`src/rtl/tdm_demux_16_pkg.sv`:
```
// tdm_pkg: shared sizes and types for the 16-slot TDM demultiplexer
package tdm_pkg;
   localparam int LANES = 16;
   localparam int SEL_W = $clog2(LANES);
   typedef enum logic {HUNT, RUN} state_t;
   typedef logic [SEL_W-1:0] slot_t;
endpackage

```
`src/rtl/tdm_demux_16_if.sv`:
```
// tdm_demux_16_if: serial-in / parallel-out bundle of the TDM demultiplexer
// lane_y exists only when TDM_DEMUX_LANE_OUT_EN is defined
interface tdm_demux_16_if;
   import tdm_pkg::*;
   logic             din;
   logic             din_valid;
   logic             frame_sync;
   logic [LANES-1:0] dout;
   logic             dout_valid;
   slot_t            slot;
   logic             sync_err;
`ifdef TDM_DEMUX_LANE_OUT_EN
   logic [LANES-1:0] lane_y;
   modport master (output din, din_valid, frame_sync, input dout, dout_valid, slot, sync_err, lane_y);
   modport slave (input din, din_valid, frame_sync, output dout, dout_valid, slot, sync_err, lane_y);
`else
   modport master (output din, din_valid, frame_sync, input dout, dout_valid, slot, sync_err);
   modport slave (input din, din_valid, frame_sync, output dout, dout_valid, slot, sync_err);
`endif
endinterface

```
`src/rtl/tdm_slot_counter.sv`:
```
// tdm_slot_counter: mod-LANES slot index with clear, load-to-1 and increment
module tdm_slot_counter
   import tdm_pkg::*;
(
   input  logic  clk,
   input  logic  clr,
   input  logic  load,
   input  logic  inc,
   output slot_t slot,
   output logic  tc
);
   always_ff @(posedge clk) begin
      if (clr) slot <= '0;
      else if (load) slot <= slot_t'(1);
      else if (inc) slot <= slot + 1'b1;
   end
   assign tc = slot == slot_t'(LANES - 1);
endmodule

```
`src/rtl/tdm_demux_16.sv`:
```
// tdm_demux_16: rebuilds 16-bit words from a framed serial TDM stream
// TDM_DEMUX_LANE_OUT_EN adds the registered one-hot lane_y routing output
module tdm_demux_16
   import tdm_pkg::*;
(
   input  logic           clk,
   input  logic           rst_n,
   tdm_demux_16_if.slave  bus
);
   state_t           state, state_nx;
   slot_t            slot, wi;
   logic             tc, restart, capture, err, complete;
   logic [LANES-1:0] shadow, dout;
   logic             dout_valid, sync_err;
   always_ff @(posedge clk) begin
      if (!rst_n) state <= HUNT;
      else state <= state_nx;
   end
   // any qualified sync restarts the frame at slot 0, in HUNT or RUN
   always_comb begin
      restart  = bus.din_valid && bus.frame_sync;
      capture  = bus.din_valid && (state == RUN || bus.frame_sync);
      err      = restart && state == RUN && slot != '0;
      complete = capture && !restart && tc;
      wi       = restart ? '0 : slot;
      state_nx = restart ? RUN : state;
   end
   tdm_slot_counter u_cnt (
      .clk  (clk),
      .clr  (!rst_n),
      .load (restart),
      .inc  (capture && !restart),
      .slot (slot),
      .tc   (tc)
   );
   always_ff @(posedge clk) begin
      if (!rst_n) begin
         shadow     <= '0;
         dout       <= '0;
         dout_valid <= 1'b0;
         sync_err   <= 1'b0;
      end else begin
         if (capture) shadow[wi] <= bus.din;
         if (complete) dout <= {bus.din, shadow[LANES-2:0]};
         dout_valid <= complete;
         sync_err   <= err;
      end
   end
   assign bus.dout       = dout;
   assign bus.dout_valid = dout_valid;
   assign bus.sync_err   = sync_err;
   assign bus.slot       = slot;
`ifdef TDM_DEMUX_LANE_OUT_EN
   logic [LANES-1:0] lane_y;
   always_ff @(posedge clk) begin
      if (!rst_n) lane_y <= '0;
      else lane_y <= capture ? {{(LANES-1){1'b0}}, bus.din} << wi : '0;
   end
   assign bus.lane_y = lane_y;
`endif
endmodule

```
`src/flat_wrapper.sv`:
```
// flat-port wrapper written by rule: the top's interface ports become plain ports
module tdm_demux_16_flat import tdm_pkg::*;
  (clk, rst_n, bus_din, bus_din_valid, bus_frame_sync, bus_dout, bus_dout_valid, bus_slot, bus_sync_err);
  tdm_demux_16_if bus_i ();
  input  logic clk;
  input  logic rst_n;
  input wire logic [$bits(bus_i.din)-1:0] bus_din;
  input wire logic [$bits(bus_i.din_valid)-1:0] bus_din_valid;
  input wire logic [$bits(bus_i.frame_sync)-1:0] bus_frame_sync;
  output wire logic [$bits(bus_i.dout)-1:0] bus_dout;
  output wire logic [$bits(bus_i.dout_valid)-1:0] bus_dout_valid;
  output wire logic [$bits(bus_i.slot)-1:0] bus_slot;
  output wire logic [$bits(bus_i.sync_err)-1:0] bus_sync_err;
  assign bus_i.din = bus_din;
  assign bus_i.din_valid = bus_din_valid;
  assign bus_i.frame_sync = bus_frame_sync;
  assign bus_dout = bus_i.dout;
  assign bus_dout_valid = bus_i.dout_valid;
  assign bus_slot = bus_i.slot;
  assign bus_sync_err = bus_i.sync_err;
  tdm_demux_16 u_core (.clk(clk), .rst_n(rst_n), .bus(bus_i));
endmodule
```
`config.mk`:
```
export PLATFORM = sky130hd
export DESIGN_NAME = tdm_demux_16_flat
export DESIGN_NICKNAME = d
export VERILOG_FILES = /design/src/rtl/tdm_demux_16_pkg.sv /design/src/rtl/tdm_demux_16_if.sv /design/src/rtl/tdm_slot_counter.sv /design/src/rtl/tdm_demux_16.sv /design/src/flat_wrapper.sv
export SDC_FILE = /design/constraint.sdc
export NUM_CORES = 1
export LEC_CHECK = 0
export CAP_MARGIN = 0
export CORE_MARGIN = 2
export CORE_UTILIZATION = 52
export DETAILED_ROUTE_END_ITERATION = 8
export PLACE_DENSITY_LB_ADDON = 0.3
export SYNTH_ARGS = -nofsm -noshare
export SYNTH_HDL_FRONTEND = slang
export SYNTH_SLANG_ARGS = --single-unit
```
`constraint.sdc`:
```
create_clock -name clk -period 1.6 [get_ports clk]
set_input_delay 0.32 -clock clk [delete_from_list [all_inputs] [get_ports clk]]
set_output_delay 0.32 -clock clk [all_outputs]
set_load 0.05 [all_outputs]
```
==> results of run 1 <==
-- flip-flops by register name, summed over array words and instances, names as in the netlist --
name	cells
u_core.bus.dout	16
u_core.shadow	15
u_core.u_cnt.slot	4
u_core.bus.dout_valid	1
u_core.bus.sync_err	1
u_core.state	1
-- metrics by stage --
step / util / setup TNS, ns / cells / setup WS [ns]
after floorplan: - / 0 / 188 / 0.0473
after global placement: 0.682 / -5.97 / 264 / -0.226
after detailed placement: 0.682 / -5.53 / 264 / -0.226
after CTS: 0.703 / 0 / 272 / 0.0497
after global routing: 0.704 / 0 / 272 / 0.0262
final: 0.704 / 0 / 272 / 0.121
-- layout by cell type, fill, tap and decap left out, types with 2 or more instances in the layout --
cell                               n
sky130_fd_sc_hd__buf_4            40
sky130_fd_sc_hd__nand2b_1          3
sky130_fd_sc_hd__o311ai_0          3
sky130_fd_sc_hd__dfxtp_1          35
sky130_fd_sc_hd__nand2_1          16
sky130_fd_sc_hd__o21ai_0          18
sky130_fd_sc_hd__nand4b_1          2
sky130_fd_sc_hd__clkbuf_4          5
sky130_fd_sc_hd__nor3_1            2
sky130_fd_sc_hd__and2_1            2
sky130_fd_sc_hd__ha_1              2
sky130_fd_sc_hd__nor2_1            5
sky130_fd_sc_hd__o41ai_1           4
sky130_fd_sc_hd__buf_12            5
sky130_fd_sc_hd__dfxtp_2           2
sky130_fd_sc_hd__nand3b_4          2
sky130_fd_sc_hd__a21oi_1          22
sky130_fd_sc_hd__mux2i_1          11
sky130_fd_sc_hd__nand3_1          17
sky130_fd_sc_hd__inv_1             6
sky130_fd_sc_hd__nor4_1            7
sky130_fd_sc_hd__clkdlybuf4s50_1   4
-- per-layer routing --
layer | routed length [um] | part of all wire
met1 | 1900 | 0.46
met2 | 2000 | 0.48
met3 | 204 | 0.049
met4 | 55 | 0.013
met5 | 0 | 0
-- cell type report --
class,instances,area [um^2],area share
multi-input cells,127,800,0.372
well taps,44,55.1,0.0256
flip-flops and latches,38,767,0.357
clock inverters,2,12.5,0.00582
inverters,6,22.5,0.0105
repair buffers,49,440,0.205
clock buffers,6,51.3,0.0239
-- cell usage after synthesis (2+ instances only) --
cell type	n	area, um^2
sky130_fd_sc_hd__nand2b_1	3	18.8
sky130_fd_sc_hd__nor4_1	7	43.8
sky130_fd_sc_hd__dfxtp_1	38	761
sky130_fd_sc_hd__nor3_1	2	10.0
sky130_fd_sc_hd__o311ai_0	3	26.3
sky130_fd_sc_hd__nor2_1	5	18.8
sky130_fd_sc_hd__nand3b_4	2	40.0
sky130_fd_sc_hd__nand3_1	17	85.1
sky130_fd_sc_hd__clkbuf_1	7	26.3
sky130_fd_sc_hd__and2_1	2	12.5
sky130_fd_sc_hd__nand4b_1	2	17.5
sky130_fd_sc_hd__a21oi_1	22	110
sky130_fd_sc_hd__buf_2	5	25.0
sky130_fd_sc_hd__o41ai_1	4	35.0
sky130_fd_sc_hd__buf_4	2	15.0
sky130_fd_sc_hd__ha_1	2	25.0
sky130_fd_sc_hd__inv_1	6	22.5
sky130_fd_sc_hd__o21ai_0	18	90.1
sky130_fd_sc_hd__nand2_1	16	60.1
sky130_fd_sc_hd__mux2i_1	11	110
sky130_fd_sc_hd__buf_6	2	22.5
-- path summary, 6_finish.rpt --
path / cells after the start / start / to
worst max-delay path: 4 / bus_frame_sync / u_core.shadow[5]$_SDFFE_PN0P_
worst min-delay path: 2 / u_core.shadow[12]$_SDFFE_PN0P_ / u_core.shadow[12]$_SDFFE_PN0P_
worst max register to register: 4 / u_core.state$_SDFFE_PN0P_ / u_core.shadow[4]$_SDFFE_PN0P_
worst min register to register: 2 / u_core.shadow[12]$_SDFFE_PN0P_ / u_core.shadow[12]$_SDFFE_PN0P_
-- report_power, final --
group          switching, W  internal, W
clock network      0.000330     0.000211
logic             0.0000700    0.0000553
registers         0.0000125     0.000951
-- critical path, delay by kind of cell --
kind	cells	cell delay, ns
simple gates	2	0.71
mux	1	0.23
buf+inv	1	0.50
-- kinds of logic after synthesis --
| family | share of synthesized area |
|---|---|
| and+or+nand+nor | 0.216 |
| AOI/OAI and AO/OA | 0.181 |
| DFF | 0.454 |
| buffers and inverters | 0.0694 |
| muxes | 0.0657 |
| adders and majority gates | 0.0149 |
-- repair_timing --
action	4_1_cts	5_1_grt
endpoints found under the hold margin	0	0
endpoints found under the setup margin	0	3
gates resized for setup	0	1
==> impl_metrics.env, run 1 <==
export IMPL_report_final_setup_viol=0
export IMPL_synthArstFlopShare=0
export IMPL_post_route_drc_count=0
export IMPL_cts_hold_bufs=0
export IMPL_initial_antenna_violation_count=0
export IMPL_drv_max_cap_violation_count=0
export IMPL_ctsLongestPathBuffers=2
export IMPL_grt_remaining_overflow=0
export IMPL_top_level_ports=27
export IMPL_drtPass1Iterations=4
export IMPL_synth_warning_count=0
export IMPL_design_power_total_w=0.00163
export IMPL_critical_path_startpoint_type="input pin"
export IMPL_met2_global_route_usage=0.393
export IMPL_critical_path_at_ns=1.77
export IMPL_tightest_slew_ns=0.401
export IMPL_syn_to_final_growth_pct=28.1
export IMPL_track_usage=0.250
export IMPL_num_antenna_cells=0
export IMPL_grt_start_max_net_pins=18
export IMPL_synth_cell_types=33
export IMPL_critical_path_max_fanout=9
export IMPL_cts_inserted_buffers=5
export IMPL_dpl_cell_area_mm2=0.00208
export IMPL_timing_hold_ws_ns=0.471
export IMPL_worstSkewPairLatency_ns=0.36
export IMPL_grt_pass1_wl_um=6710
export IMPL_critical_path_cell_chain="clkdlybuf4s50_1 -> and2_1 -> nor4_1 -> mux2i_1"
export IMPL_detail_route_iter0_violations=90
export IMPL_use_met1=0.337
export IMPL_core_area_mm2=0.00305
export IMPL_route_antenna_remaining_nets=0
export IMPL_synthesis_instances=188
export IMPL_cts_post_setup_buffers_inserted=0
export IMPL_synth_top_flop_cell="sky130_fd_sc_hd__dfxtp_1"
export IMPL_postLayoutCellArea_mm2=0.00215
export IMPL_period_needed_ns=1.48
export IMPL_avgRoutedWirePerCell_um=15.3
export IMPL_post_dp_hpwl_um=3040
export IMPL_initial_utilization=0.549
export IMPL_die_area_mm2=0.00369
export IMPL_die_width_um=60.8
export IMPL_power_leakage_nw=0.820
export IMPL_synth_avg_cell_area_um2=8.92
export IMPL_critPathRequiredTime_ns=1.89
export IMPL_clock_tree_from_tritoncts="built"
export IMPL_vias_after_detailed_routing=1545
export IMPL_path_class="input pin to flip-flop"
export IMPL_synth_seq_area_share=0.454
export IMPL_r2r_slack_ns=0.12
export IMPL_drive_above_1_share=0.263
export IMPL_report_final_slew_viol_count=0
export IMPL_clock_skew_ns=0.0116
export IMPL_outcome="completed"
export IMPL_grt_use_met3=0.0533
export IMPL_vdd_ir_drop_max_v=0.000536
export IMPL_setup_worst_path_end_class="flip-flop"
export IMPL_cp_slowest_cell="sky130_fd_sc_hd__clkdlybuf4s50_1"
export IMPL_vias_in_the_first_global_route=1395
export IMPL_fillerInstances=258
export IMPL_htree_levels=2
export IMPL_fin_crit_sh=0.925
export IMPL_grt_setup_unrepaired="false"
export IMPL_cts_sinks=38
export IMPL_final_routed_wirelength_across_all_metal_layers_um=4150
export IMPL_hold_violations=0
export IMPL_pwr_dens_mw_per_mm2=759
export IMPL_synth_net_count=195
export IMPL_synth_area_mm2=0.00168
export IMPL_floorplan_rows=20
export IMPL_clock_tree_root_cell="sky130_fd_sc_hd__clkbuf_4"
export IMPL_fp_dieH_um=60.8
export IMPL_via_per_inst=5.68
export IMPL_fin_nets=234
export IMPL_timing_critical_path_slowest_cell_delay_ns=0.50
export IMPL_worstHoldPathType="flip-flop to flip-flop"
export IMPL_worst_slew_margin_relative_to_its_limit=0.732
export IMPL_cts_clk_slew_worst_paths_ns=0.11
export IMPL_number_of_enable_flip_flop_cells_after_synthesis=0
export IMPL_gp_congestion=0.875
export IMPL_port_buffers=26
export IMPL_ys_ff_latch=38
export IMPL_grt_busiest_layer="met2"
export IMPL_max_freq_mhz=676
(Power assumes the default switching activity.)
==> run 2, diff against run 1 <==
- CORE_UTILIZATION: 52 -> 55
- clock period: 1.6 -> 1.85 ns (I/O delays scaled with it)
==> run 2 against run 1 <==
Effect of this change:
- via count decreased by 0.19%
- combinational power fell by 24%
- worst hold slack worse by 0.0042 ns
- register-to-register slack better by 0.14 ns
- final area shrank 4.4%
- first-iteration DRC count fell by 22%
- sequential power fell by 14%
==> impl_metrics.env, run 2 (same netlist as run 1, synthesis figures left out) <==
export IMPL_path_buf_inv=1
export IMPL_vias_after_detailed_routing=1542
export IMPL_r2r_end="u_core.shadow[1]$_SDFFE_PN0P_"
export IMPL_report_final_slew_viol_count=0
export IMPL_register_containing_the_most_flip_flops_in_the_final_layout="u_core.bus.dout"
export IMPL_grt_pass1_wl_um=6440
export IMPL_layout_common_cells="sky130_fd_sc_hd__dfxtp_1, sky130_fd_sc_hd__buf_4, sky130_fd_sc_hd__a21oi_1"
export IMPL_vias_in_the_first_global_route=1416
export IMPL_critical_path_max_fanout=7
export IMPL_drive_above_1_share=0.185
export IMPL_initial_utilization=0.563
export IMPL_pwr_dens_mw_per_mm2=677
export IMPL_design_power_total_w=0.00139
export IMPL_postLayoutCellArea_mm2=0.00205
export IMPL_via_per_inst=6.05
export IMPL_worst_min_delay_path_endpoint="u_core.shadow[5]$_SDFFE_PN0P_"
export IMPL_worstHoldPathType="flip-flop to flip-flop"
export IMPL_tightest_slew_ns=0.500
export IMPL_critical_path_cell_chain="clkdlybuf4s50_1 -> nand4b_1 -> o311ai_0 -> o41ai_1"
export IMPL_clock_skew_ns=0.00646
export IMPL_route_antenna_remaining_nets=0
export IMPL_timing_critical_path_max_delay_family="compound AO/OA/AOI/OAI gates"
export IMPL_core_area_mm2=0.00298
export IMPL_num_antenna_cells=0
export IMPL_die_area_mm2=0.00351
export IMPL_critical_path_at_ns=1.88
export IMPL_hold_depth=2
export IMPL_setup_total_negative_slack_ns=0
export IMPL_grt_remaining_overflow=0
export IMPL_setup_ws_ns=0.197
export IMPL_path_class="input pin to flip-flop"
export IMPL_reg_top3="u_core.bus.dout: 16 flops, u_core.shadow: 15 flops, u_core.u_cnt.slot: 4 flops"
export IMPL_floorplan_rows=20
export IMPL_max_freq_mhz=605
export IMPL_cts_inserted_buffers=5
export IMPL_hold_path_startpoint="u_core.shadow[5]$_SDFFE_PN0P_"
export IMPL_clock_tree_from_tritoncts="built"
export IMPL_fin_nets=228
export IMPL_timing_reg2reg_worst_path_depth=3
export IMPL_finish_cell_count_without_fillers=255
export IMPL_cts_sinks=38
export IMPL_fp_dieH_um=59.2
export IMPL_drtPass1Iterations=4
export IMPL_fillerInstances=247
export IMPL_ctsLongestPathBuffers=2
export IMPL_worstSkewPairLatency_ns=0.35
export IMPL_grt_setup_unrepaired="false"
export IMPL_htree_levels=2
export IMPL_cts_post_setup_buffers_inserted=0
export IMPL_dpl_cell_count=247
export IMPL_setup_worst_path_end_class="flip-flop"
export IMPL_cts_clk_slew_worst_paths_ns=0.11
export IMPL_critPathRequiredTime_ns=2.08
export IMPL_r2r_slack_ns=0.26
export IMPL_most_frequent_standard_cell_in_the_layout_excluding_fill_and_tap_cells="sky130_fd_sc_hd__dfxtp_1"
export IMPL_fin_crit_sh=0.893
export IMPL_report_final_setup_viol=0
export IMPL_cts_hold_bufs=0
export IMPL_post_dp_hpwl_um=2850
export IMPL_largest_register_ffs=16
export IMPL_cp_slowest_cell="sky130_fd_sc_hd__clkdlybuf4s50_1"
export IMPL_timing_critical_path_slowest_cell_delay_ns=0.50
export IMPL_worst_slew_margin_relative_to_its_limit=0.666
export IMPL_avgRoutedWirePerCell_um=15.5
export IMPL_drv_max_cap_violation_count=0
export IMPL_gp_congestion=0.888
export IMPL_outcome="completed"
export IMPL_dp_worst_setup_slack_ns=-0.157
export IMPL_hold_violations=0
export IMPL_final_routed_wirelength_across_all_metal_layers_um=3940
export IMPL_syn_to_final_growth_pct=22.5
export IMPL_post_route_drc_count=0
export IMPL_track_usage=0.251
export IMPL_initial_antenna_violation_count=0
export IMPL_dpl_cell_area_mm2=0.00199
export IMPL_critical_path_startpoint_type="input pin"
export IMPL_port_buffers=26
export IMPL_period_needed_ns=1.65
export IMPL_power_leakage_nw=0.837
export IMPL_top_level_ports=27
export IMPL_detail_route_iter0_violations=70
export IMPL_clock_tree_root_cell="sky130_fd_sc_hd__clkbuf_4"
export IMPL_worstReg2RegStart="u_core.u_cnt.slot[0]$_SDFFE_PN0P_"
export IMPL_vdd_ir_drop_max_v=0.000510
export IMPL_die_width_um=59.2
export IMPL_grt_start_max_net_pins=18
## run 2: final cells by class
class	count	area (um^2)	area share
Clock buffer	6	51.3	0.0250
Clock inverter	2	12.5	0.00609
Inverter	6	22.5	0.0110
Multi-Input combinational cell	127	800	0.389
Sequential cell	38	761	0.371
Tap cell	33	41.3	0.0201
Timing Repair Buffer	43	365	0.178
## run 2: worst max-delay path by stage
stage,cells after the start,startpoint,to
final,4,bus_frame_sync,u_core.shadow[1]$_SDFFE_PN0P_
after global routing,4,bus_frame_sync,u_core.shadow[1]$_SDFFE_PN0P_
after detailed placement,4,bus_frame_sync,u_core.shadow[1]$_SDFFE_PN0P_
after floorplan,5,u_core.u_cnt.slot[0]$_SDFFE_PN0P_,u_core.bus.dout[6]$_SDFFE_PN0P_
after CTS,1,u_core.bus.sync_err$_SDFF_PN0_,bus_sync_err
after global placement,4,bus_frame_sync,u_core.shadow[9]$_SDFFE_PN0P_
## run 2: timing repair
action	in CTS	in global routing
pin swaps	0	0
endpoints found under the hold margin	0	0
resized for setup	8	2
endpoints found under the setup margin	8	2
## run 2: layer usage
metal,vias up,part of all wire,GRT usage
li1,750,-,-
met1,735,0.42,0.300
met2,48,0.51,0.418
met3,9,0.053,0.0590
met4,0,0.015,0.123
met5,-,0,0
## run 2: tightest hold or removal path, delay by kind of cell, from the launching register on
family / cells / cell delay (ns)
DFF: 1 / 0.33
and+or+nand+nor: 1 / 0.05
muxes: 1 / 0.05
## run 2: report_power, final
| part | leakage (nW) | internal, W | switching [W] |
|---|---|---|---|
| clock | 0.0343 | 0.000183 | 0.000279 |
| combinational | 0.496 | 0.0000377 | 0.0000575 |
| sequential | 0.307 | 0.000823 | 0.00000914 |
## run 2: through the flow
| stage | utilization | hold WS [ns] |
|---|---|---|
| final | 0.689 | 0.467 |
| after global routing | 0.689 | 0.490 |
| after CTS | 0.688 | 0.468 |
| after detailed placement | 0.670 | 0.452 |
| after global placement | 0.670 | 0.449 |
| after floorplan | - | 0.435 |
